--- config.mk ---
export PLATFORM = sky130hd
export DESIGN_NAME = uart_rx_ctrl
export DESIGN_NICKNAME = d
export VERILOG_FILES = /design/src/rtl/uart_rx_pkg.sv /design/src/rtl/uart_rx_sync.sv /design/src/rtl/uart_rx_ctrl.sv
export SDC_FILE = /design/constraint.sdc
export NUM_CORES = 1
export LEC_CHECK = 0
export BUFFER_PORTS_ARGS = -buffer_cell sky130_fd_sc_hd__buf_4
export CORE_UTILIZATION = 25
export DETAILED_ROUTE_END_ITERATION = 12
export GPL_TIMING_DRIVEN = 0
export PLACE_DENSITY = 0.45
export SYNTH_ARGS = -nofsm -noshare
export SYNTH_HDL_FRONTEND = slang
export SYNTH_SLANG_ARGS = --single-unit
export TNS_END_PERCENT = 1
--- constraint.sdc ---
create_clock -name clk -period 2.26 [get_ports clk]
set_input_delay 0.452 -clock clk [delete_from_list [all_inputs] [get_ports clk]]
set_output_delay 0.452 -clock clk [all_outputs]
set_load 0.01 [all_outputs]
--- src/rtl/uart_rx_pkg.sv ---
// uart_rx_pkg -- shared definitions for the UART RX sequencer.
//   state_e        : binary state encoding (ST_IDLE..ST_BREAK)
//   DATA_BITS_DEF  : default data bits per frame
//   PARITY_ODD_SEL : parity sense (0 = even parity)
package uart_rx_pkg;

    localparam int DATA_BITS_DEF = 8;

    // 0 selects even parity: the parity bit makes the total count of ones even.
    localparam logic PARITY_ODD_SEL = 1'b0;

    typedef enum logic [2:0] {
        ST_IDLE   = 3'd0,
        ST_START  = 3'd1,
        ST_DATA   = 3'd2,
        ST_PARITY = 3'd3,
        ST_STOP   = 3'd4,
        ST_BREAK  = 3'd5
    } state_e;

    // Expected parity bit for a received word reduction.
    function automatic logic parity_bit(input logic word_xor);
        return word_xor ^ PARITY_ODD_SEL;
    endfunction

endpackage

--- src/rtl/uart_rx_sync.sv ---
// uart_rx_sync -- SYNC_STAGES-deep flop chain for an asynchronous input.
// Flops reset to 1 so an idle-high serial line is not mistaken for a start bit.
// Ports:
//   clk     : system clock
//   reset_n : asynchronous active-low reset
//   d_i     : asynchronous input
//   q_o     : synchronised output
module uart_rx_sync #(
    parameter int SYNC_STAGES = 2
) (
    input  logic clk,
    input  logic reset_n,
    input  logic d_i,
    output logic q_o
);

    logic [SYNC_STAGES-1:0] sync_q;

    always_ff @(posedge clk or negedge reset_n) begin
        if (!reset_n) sync_q <= '1;
        else          sync_q <= {sync_q[SYNC_STAGES-2:0], d_i};
    end

    assign q_o = sync_q[SYNC_STAGES-1];

endmodule

--- src/rtl/uart_rx_ctrl.sv ---
// uart_rx_ctrl -- UART receive sequencer.
// Watches the synchronised serial line, drives count_en/half_full into the
// external bit timer, samples start/data/stop bits on its en ticks and emits
// the received word with a one-cycle data_valid or frame_err strobe.
// Optional: define UART_RX_PARITY_EN to add a parity bit between data and
// stop and a parity_err strobe output.
// Ports:
//   clk, reset_n        : clock, asynchronous active-low reset
//   rx                  : raw serial line (idle high, asynchronous)
//   en                  : mid-bit tick from the bit timer
//   count_en, half_full : bit-timer enable and interval select
//   data                : last received word
//   data_valid          : one-cycle strobe, stop bit good
//   frame_err           : one-cycle strobe, stop bit low
//   parity_err          : (parity build only) strobe with data_valid/frame_err
module uart_rx_ctrl
    import uart_rx_pkg::*;
#(
    parameter int DATA_BITS   = DATA_BITS_DEF,
    parameter int SYNC_STAGES = 2
) (
    input  logic                 clk,
    input  logic                 reset_n,
    input  logic                 rx,
    input  logic                 en,
    output logic                 count_en,
    output logic                 half_full,
    output logic [DATA_BITS-1:0] data,
    output logic                 data_valid,
    output logic                 frame_err
`ifdef UART_RX_PARITY_EN
    ,
    output logic                 parity_err
`endif
);

    localparam int             CW   = $clog2(DATA_BITS);
    localparam logic [CW-1:0]  LAST = CW'(DATA_BITS - 1);

    state_e                state_q, state_d;
    logic [CW-1:0]         bit_cnt_q, bit_cnt_d;
    logic [DATA_BITS-1:0]  shift_q, shift_d;
    logic [DATA_BITS-1:0]  data_q, data_d;
    logic                  count_en_q, count_en_d;
    logic                  half_full_q, half_full_d;
    logic                  dv_q, dv_d;
    logic                  fe_q, fe_d;
`ifdef UART_RX_PARITY_EN
    logic                  par_bad_q, par_bad_d;
    logic                  pe_q, pe_d;
`endif

    logic rx_s;
    logic en_v;

    uart_rx_sync #(.SYNC_STAGES(SYNC_STAGES)) u_sync (
        .clk     (clk),
        .reset_n (reset_n),
        .d_i     (rx),
        .q_o     (rx_s)
    );

    // A tick is only meaningful while the timer is running.
    assign en_v = en & count_en_q;

    // State register
    always_ff @(posedge clk or negedge reset_n) begin
        if (!reset_n) state_q <= ST_IDLE;
        else          state_q <= state_d;
    end

    // Next-state logic
    always_comb begin
        state_d = state_q;
        case (state_q)
            ST_IDLE:  if (!rx_s) state_d = ST_START;
            ST_START: if (en_v)  state_d = rx_s ? ST_IDLE : ST_DATA;
            ST_DATA: begin
                if (en_v && bit_cnt_q == LAST) begin
`ifdef UART_RX_PARITY_EN
                    state_d = ST_PARITY;
`else
                    state_d = ST_STOP;
`endif
                end
            end
`ifdef UART_RX_PARITY_EN
            ST_PARITY: if (en_v) state_d = ST_STOP;
`endif
            ST_STOP:  if (en_v) state_d = rx_s ? ST_IDLE : ST_BREAK;
            // Held-low line must return high before a new start is armed.
            ST_BREAK: if (rx_s) state_d = ST_IDLE;
            default:  state_d = ST_IDLE;
        endcase
    end

    // Output / datapath next-state logic
    always_comb begin
        count_en_d  = count_en_q;
        half_full_d = half_full_q;
        bit_cnt_d   = bit_cnt_q;
        shift_d     = shift_q;
        data_d      = data_q;
        dv_d        = 1'b0;
        fe_d        = 1'b0;
`ifdef UART_RX_PARITY_EN
        par_bad_d   = par_bad_q;
        pe_d        = 1'b0;
`endif
        case (state_q)
            ST_IDLE: begin
                // Also scrubs stale timer controls after an illegal-state recovery.
                count_en_d  = !rx_s;
                half_full_d = 1'b0;
            end
            ST_START: begin
                if (en_v) begin
                    if (!rx_s) begin
                        half_full_d = 1'b1;
                        bit_cnt_d   = '0;
`ifdef UART_RX_PARITY_EN
                        par_bad_d   = 1'b0;
`endif
                    end else begin
                        count_en_d  = 1'b0;
                    end
                end
            end
            ST_DATA: begin
                if (en_v) begin
                    shift_d = {rx_s, shift_q[DATA_BITS-1:1]};
                    // Hold at the last index instead of wrapping.
                    if (bit_cnt_q != LAST) bit_cnt_d = bit_cnt_q + 1'b1;
                end
            end
`ifdef UART_RX_PARITY_EN
            ST_PARITY: begin
                if (en_v) par_bad_d = rx_s ^ parity_bit(^shift_q);
            end
`endif
            ST_STOP: begin
                if (en_v) begin
                    data_d      = shift_q;
                    count_en_d  = 1'b0;
                    half_full_d = 1'b0;
                    dv_d        = rx_s;
                    fe_d        = !rx_s;
`ifdef UART_RX_PARITY_EN
                    pe_d        = par_bad_q;
`endif
                end
            end
            default: begin
                count_en_d  = 1'b0;
                half_full_d = 1'b0;
            end
        endcase
    end

    always_ff @(posedge clk or negedge reset_n) begin
        if (!reset_n) begin
            count_en_q  <= 1'b0;
            half_full_q <= 1'b0;
            bit_cnt_q   <= '0;
            shift_q     <= '0;
            data_q      <= '0;
            dv_q        <= 1'b0;
            fe_q        <= 1'b0;
`ifdef UART_RX_PARITY_EN
            par_bad_q   <= 1'b0;
            pe_q        <= 1'b0;
`endif
        end else begin
            count_en_q  <= count_en_d;
            half_full_q <= half_full_d;
            bit_cnt_q   <= bit_cnt_d;
            shift_q     <= shift_d;
            data_q      <= data_d;
            dv_q        <= dv_d;
            fe_q        <= fe_d;
`ifdef UART_RX_PARITY_EN
            par_bad_q   <= par_bad_d;
            pe_q        <= pe_d;
`endif
        end
    end

    assign count_en   = count_en_q;
    assign half_full  = half_full_q;
    assign data       = data_q;
    assign data_valid = dv_q;
    assign frame_err  = fe_q;
`ifdef UART_RX_PARITY_EN
    assign parity_err = pe_q;
`endif

endmodule

==> impl_metrics.env, run 1 <==
export IMPL_worstPathMaxFanout=4
export IMPL_postCtsSetupBuffers=0
export IMPL_ys_seq_area_share_pct=56.7
export IMPL_wl_per_cell_um=11.7
export IMPL_finalCritPeriodShare_pct=69.8
export IMPL_drt_total_wl_mm=2.11
export IMPL_synth_warnings=0
export IMPL_fmax_mhz=634
export IMPL_rows=25
export IMPL_grt_first_pass_wirelength_mm=3.79
export IMPL_synthToLayoutAreaGrowth_pct=20.3
export IMPL_synth_seq_cells=28
export IMPL_hp_class="in -> async"
export IMPL_dr_pass1_iters=4
export IMPL_hold_viol_final=0
export IMPL_nNetsFinal=121
export IMPL_run_status="completed"
export IMPL_clock_sinks=28
export IMPL_synthesis_instances=95
export IMPL_grt_max_degree=29
export IMPL_vias_per_cell=4.30
export IMPL_ir_drop_mv=0.264
export IMPL_ys_types=28
export IMPL_die_area_mm2=0.00525
export IMPL_ctsResizeCount=0
export IMPL_cts_buffers=3
export IMPL_slew_viol_final=0
export IMPL_crit_required_ns=2.42
export IMPL_crit_path_frequent_cell="ha_1"
export IMPL_path_cells="ha_1 -> ha_1 -> nor2_1 -> o221ai_4 -> mux2_2"
export IMPL_cts_hold_buf=0
export IMPL_first_iter_violations=17
export IMPL_clock_latency_ns=0.27
export IMPL_power_density_mw_per_mm2=555
export IMPL_crit_arrival_ns=1.74
export IMPL_first_global_vias=783
export IMPL_critPathBufInv=0
export IMPL_die_x_um=72.4
export IMPL_core_mm2=0.00475
export IMPL_dr_total_vias=778
export IMPL_rsz0062_at_grt="no"
export IMPL_clk_pin_slew_worst_paths_ns=0.09
export IMPL_leakage_nw=0.764
export IMPL_die_height_um=72.4
export IMPL_endpoint_kind="flip-flop"
export IMPL_syn_nets=101
export IMPL_critPathTopFamily="adder cells"
export IMPL_slowest_delay_ns=0.41
export IMPL_ant_nets=0
export IMPL_antenna_found_initial=0
export IMPL_finClkSkew_ns=0.00245
export IMPL_critPathSlowestCell="dfrtp_1"
export IMPL_io_pins=16
export IMPL_finalHoldWorstSlack_ns=0.0783
export IMPL_cts_tree="done"
export IMPL_setup_tns_ns=0
export IMPL_drive_gt1_share_pct=40.4
export IMPL_final_min_clock_period_ns=1.58
export IMPL_overflow=0
export IMPL_route_detailed_drc=0
export IMPL_maxSlewHeadroom_pct=76.0
export IMPL_gp_congestion=0.741
export IMPL_tightest_slew_ns=0.360
export IMPL_antenna_cells=0
export IMPL_cts_root_buf="clkbuf_8"
export IMPL_critical_path_class="reg -> reg"
export IMPL_cap_violations=0
export IMPL_setup_viol=0
export IMPL_initial_core_util_pct=26.1
export IMPL_avgSynthCellArea_um2=13.1
export IMPL_detailed_place_hpwl_mm=1.50
export IMPL_syn_cell_area_mm2=0.00124
export IMPL_cts_buffer_depth=2
export IMPL_track_usage_pct=9.41
export IMPL_io_buffer_count=15
export IMPL_htree_levels=1
export IMPL_start_kind="flip-flop"
[kinds of logic (layout without fill, tap and decap cells)]
logic type,Yosys count,in the layout,share of synthesized area [%]
buffers and inverters,7,26,2.22
and+or+nand+nor,24,24,12.6
AOI/OAI and AO/OA,15,15,9.39
DFF,28,28,56.7
adders and majority gates,2,2,2.02
muxes,19,19,17.1
[final timing paths]
path / slack, ns / depth (start not counted) / start / endpoint
worst max-delay path: 0.68 / 5 / bit_cnt_q[0] / bit_cnt_q[0]
max in group asynchronous: 1.87 / 1 / reset_n / u_sync.sync_q[0]
min in group clk: 0.28 / 1 / rx / u_sync.sync_q[0]
worst min register to register: 0.36 / 0 / u_sync.sync_q[0] / u_sync.sync_q[1]
worst min-delay path: 0.08 / 1 / reset_n / state_q[1]
worst max register to register: 0.68 / 5 / bit_cnt_q[0] / bit_cnt_q[0]
[cell type report]
class | instances | area (um2)
Timing Repair Buffer | 15 | 113
Sequential cell | 28 | 703
Fill cell | 522 | 3260
Tap cell | 67 | 83.8
Inverter | 6 | 22.5
Multi-Input combinational cell | 60 | 509
Buffer | 1 | 5.00
Clock buffer | 4 | 55.1
[layout by cell type (no fill, tap or decap), types with 2 or more instances in the layout]
cell type / count
o21ai_0: 6
inv_1: 6
dfrtp_1: 26
nand3_1: 2
buf_4: 15
dfstp_2: 2
nand2_1: 4
mux2i_1: 2
mux2_2: 17
a21oi_1: 3
nor2_1: 7
clkbuf_8: 4
ha_1: 2
and3_1: 2
[through the flow]
stage / setup slack (ns) / total power (W) / std cells / util [%] / area (um2)
2_1_floorplan: 0.791 / 0.000516 / 95 / - / 1240
4_1_cts: 0.683 / 0.000844 / 181 / 31.4 / 1490
3_3_place_gp: 0.713 / 0.000532 / 177 / 30.2 / 1440
3_5_place_dp: 0.693 / 0.000532 / 177 / 30.2 / 1440
6_report: 0.684 / 0.000828 / 181 / 31.4 / 1490
5_1_grt: 0.612 / 0.000865 / 181 / 31.4 / 1490
[synthesized netlist by cell type]
library cell   n  share of area [%]
nor2_8         1                1.6
mux2i_1        2                1.6
nand2_4        1               0.91
mux2_2        17                 15
ha_1           2                2.0
nor4_1         1               0.50
dfstp_2        2                4.2
dfrtp_1       26                 52
or3b_4         1               0.91
or2_4          1               0.71
inv_1          6                1.8
nand2b_1       1               0.50
nand2_1        4                1.2
o221ai_4       1                2.1
buf_2          1               0.40
a32oi_1        1               0.71
and3b_1        1               0.71
o21ai_0        6                2.4
nand3_1        2               0.81
and3_1         2                1.0
o22a_2         1               0.81
nor2_1         7                2.1
a21oi_1        3                1.2
a31oi_1        1               0.50
nand2b_4       1                1.1
and2_0         1               0.50
a32o_1         1               0.81
o311a_1        1               0.81
[where the power goes]
part	internal (W)	total [W]	switching, W
Clock	0.000156	0.000308	0.000152
Sequential	0.000504	0.000506	0.00000204
Combinational	0.00000389	0.0000149	0.0000110
[sequential cells by signal (all words and copies together) (netlist names)]
| register | cells |
|---|---|
| bit_cnt_q | 3 |
| frame_err | 1 |
| u_sync.sync_q | 2 |
| data_valid | 1 |
| data | 8 |
| half_full | 1 |
| count_en | 1 |
| shift_q | 8 |
| state_q | 3 |
[per-layer routing]
layer | up-vias | wire (um) | part of all wire, % | global-route usage, %
met1 | 388 | 1070 | 50 | 13.1
met3 | 4 | 61 | 2.9 | 1.94
li1 | 374 | - | - | -
met2 | 12 | 958 | 45 | 14.2
met4 | 0 | 27 | 1.3 | 3.92
met5 | - | 0 | 0 | 0
Power figures use the tool's default switching activity.
==> run 2: changes to the inputs <==
Settings changed: ABC_AREA set to 1.
Clock period 2.26 ns to 1.5 ns, I/O delays scaled along.
==> run 2 against run 1 <==
Compared with the run above: first-iteration DRC count grew to 4.0 times the previous value; routed wire length is 26% higher; utilization is 0.42 points higher; clock-buffer cell count is 1 lower; via count is 22% higher; largest cell class unchanged; maximum frequency is 14% higher; non-clock buffer count is 2 higher.
==> impl_metrics.env, run 2 <==
export IMPL_run_status="completed"
export IMPL_synth_seq_cells=28
export IMPL_instances_no_fill=230
export IMPL_r2r_cells=6
export IMPL_overflow=0
export IMPL_nFillCells=578
export IMPL_setup_tns_ns=0
export IMPL_syn_cell_area_mm2=0.00135
export IMPL_core_mm2=0.00514
export IMPL_final_common_cell="nand2_1"
export IMPL_track_usage_pct=10.8
export IMPL_die_x_um=75.4
export IMPL_syn_nets=146
export IMPL_ir_drop_mv=0.693
export IMPL_synth_ff_type="dfrtp_1"
export IMPL_hp_class="in -> reg"
export IMPL_initial_core_util_pct=26.2
export IMPL_first_iter_violations=68
export IMPL_detailed_place_hpwl_mm=1.85
export IMPL_route_detailed_drc=0
export IMPL_die_height_um=75.4
export IMPL_antenna_cells=0
export IMPL_power_density_mw_per_mm2=1470
export IMPL_clk_pin_slew_worst_paths_ns=0.10
export IMPL_gp_congestion=0.751
export IMPL_mostFrequentLayoutCells="nand2_1, dfrtp_1, o21ai_2, buf_4, inv_1"
export IMPL_setup_ws_ns=0.115
export IMPL_place_ws_ns=0.121
export IMPL_synthArstFlopShare_pct=100
export IMPL_hold_viol_final=0
export IMPL_ys_seq_area_share_pct=52.3
export IMPL_clock_latency_ns=0.27
export IMPL_io_pins=16
export IMPL_ant_nets=0
export IMPL_cts_root_buf="clkbuf_8"
export IMPL_wl_per_cell_um=11.5
export IMPL_min_delay_start="rx"
export IMPL_finalCritPeriodShare_pct=92.3
export IMPL_antenna_found_initial=0
export IMPL_crit_required_ns=1.68
export IMPL_r2r_slack_ns=0.11
export IMPL_synth_top_area_share_pct=48.4
export IMPL_slew_viol_final=0
export IMPL_postCtsSetupBuffers=0
export IMPL_die_area_mm2=0.00568
export IMPL_leakage_nw=0.835
export IMPL_start_kind="flip-flop"
export IMPL_vias_per_cell=4.13
export IMPL_synthToLayoutAreaGrowth_pct=21.5
export IMPL_post_route_util_pct=31.8
export IMPL_worstPathMaxFanout=4
export IMPL_synth_warnings=0
export IMPL_crit_arrival_ns=1.56
export IMPL_cts_tree="done"
export IMPL_rsz0062_at_grt="no"
export IMPL_rows=26
export IMPL_synth_commonest_cells="nand2_1, dfrtp_1, o21ai_2"
export IMPL_ys_types=19
export IMPL_first_global_vias=951
export IMPL_final_min_clock_period_ns=1.39
export IMPL_grt_max_degree=29
export IMPL_cts_buffers=3
export IMPL_maxSlewHeadroom_pct=76.2
export IMPL_fmax_mhz=722
export IMPL_dr_total_vias=950
export IMPL_synthTopCellsByArea="dfrtp_1, nand2_1, o21ai_2"
export IMPL_clock_sinks=28
export IMPL_yosysTopAreaCell="dfrtp_1"
export IMPL_drt_total_wl_mm=2.66
export IMPL_place_inst=225
export IMPL_tightest_slew_ns=0.358
export IMPL_cap_violations=0
export IMPL_critical_path_class="reg -> reg"
export IMPL_setup_viol=0
export IMPL_avgSynthCellArea_um2=9.61
export IMPL_io_buffer_count=15
export IMPL_cts_buffer_depth=2
export IMPL_dr_pass1_iters=4
export IMPL_min_path_cells=1
export IMPL_synthesis_instances=140
export IMPL_endpoint_kind="flip-flop"
export IMPL_holdPathEnd="u_sync.sync_q[0]"
export IMPL_grt_first_pass_wirelength_mm=4.55
export IMPL_finClkSkew_ns=0.00408
export IMPL_timing_rr_end="bit_cnt_q[2]"
export IMPL_synth_edff_count=0
export IMPL_r2r_start="bit_cnt_q[0]"
export IMPL_htree_levels=1
export IMPL_yosysMostFrequentCell="nand2_1"
export IMPL_drive_gt1_share_pct=35.6
export IMPL_nNetsFinal=167
-- run 2: cell count changes in the layout (fill, tap and decap cells not counted), sizes merged, moves of 2 or more --
cell    previous run  this run
nand4              0         4
nand2              5        48
o21ai              6        20
inv                6        19
nand2b             2         0
and3               2         0
a21oi              3         0
nand3              2        10
mux2              17         0
mux2i              2         0
-- run 2: cell type report --
class	count	area (um2)	share of cell area, %
Clock buffer	3	41.3	2.53
Tap cell	70	87.6	5.36
Timing Repair Buffer	16	123	7.50
Inverter	19	73.8	4.52
Clock inverter	1	30.0	1.84
Sequential cell	28	703	43.0
Buffer	2	31.3	1.91
Multi-Input combinational cell	91	544	33.3
-- run 2: per-stage QoR --
step / cell area [um2] / hold slack (ns) / total power (W)
finish: 1630 / 0.122 / 0.00240
global route: 1630 / 0.104 / 0.00259
global placement: 1550 / 0.242 / 0.00177
floorplan: 1350 / 0.00441 / 0.00160
CTS: 1630 / 0.112 / 0.00243
detailed placement: 1550 / 0.248 / 0.00180
-- run 2: power breakdown --
part	switching (W)	total, W	internal, W
sequential	0.000118	0.000995	0.000878
clock	0.000242	0.000599	0.000357
combinational	0.000523	0.000810	0.000286
-- run 2: worst max-delay path by stage --
stage | endpoint | start | slack (ns) | cells after the start
2_1_floorplan | bit_cnt_q[1] | bit_cnt_q[0] | 0.24 | 6
3_3_place_gp | bit_cnt_q[2] | bit_cnt_q[0] | 0.13 | 6
3_5_place_dp | bit_cnt_q[2] | bit_cnt_q[0] | 0.12 | 6
4_1_cts | bit_cnt_q[2] | bit_cnt_q[0] | 0.09 | 6
5_1_grt | state_q[0] | bit_cnt_q[0] | 0.005 | 7
6_report | bit_cnt_q[2] | bit_cnt_q[0] | 0.11 | 6
-- run 2: cells by family after synthesis --
kind of cell | after synthesis | synth area share (%)
DFF | 28 | 52.3
buffers and inverters | 21 | 7.81
and+or+nand+nor | 69 | 26.1
AOI/OAI and AO/OA | 20 | 11.9
adders and majority gates | 2 | 1.86
-- run 2: routing by layer --
metal	track usage, %	vias up	share of wire [%]
met1	14.1	454	46
met4	1.23	0	0.34
met2	18.5	12	50
li1	-	482	-
met5	0	-	0
met3	3.17	2	3.3
-- run 2: worst max-delay path, stage by stage (launching register included) --
cell	delay, ns
dfrtp_1	0.41
ha_1	0.22
ha_1	0.23
o21ai_4	0.20
nand3_2	0.11
nand2_1	0.07
nand2_1	0.04
-- run 2: what timing repair did --
action                     in CTS  in global routing
hold buffers                    1                  0
hold endpoints to repair       26                  0
resized for setup               0                  1
setup endpoints to repair       0                  3
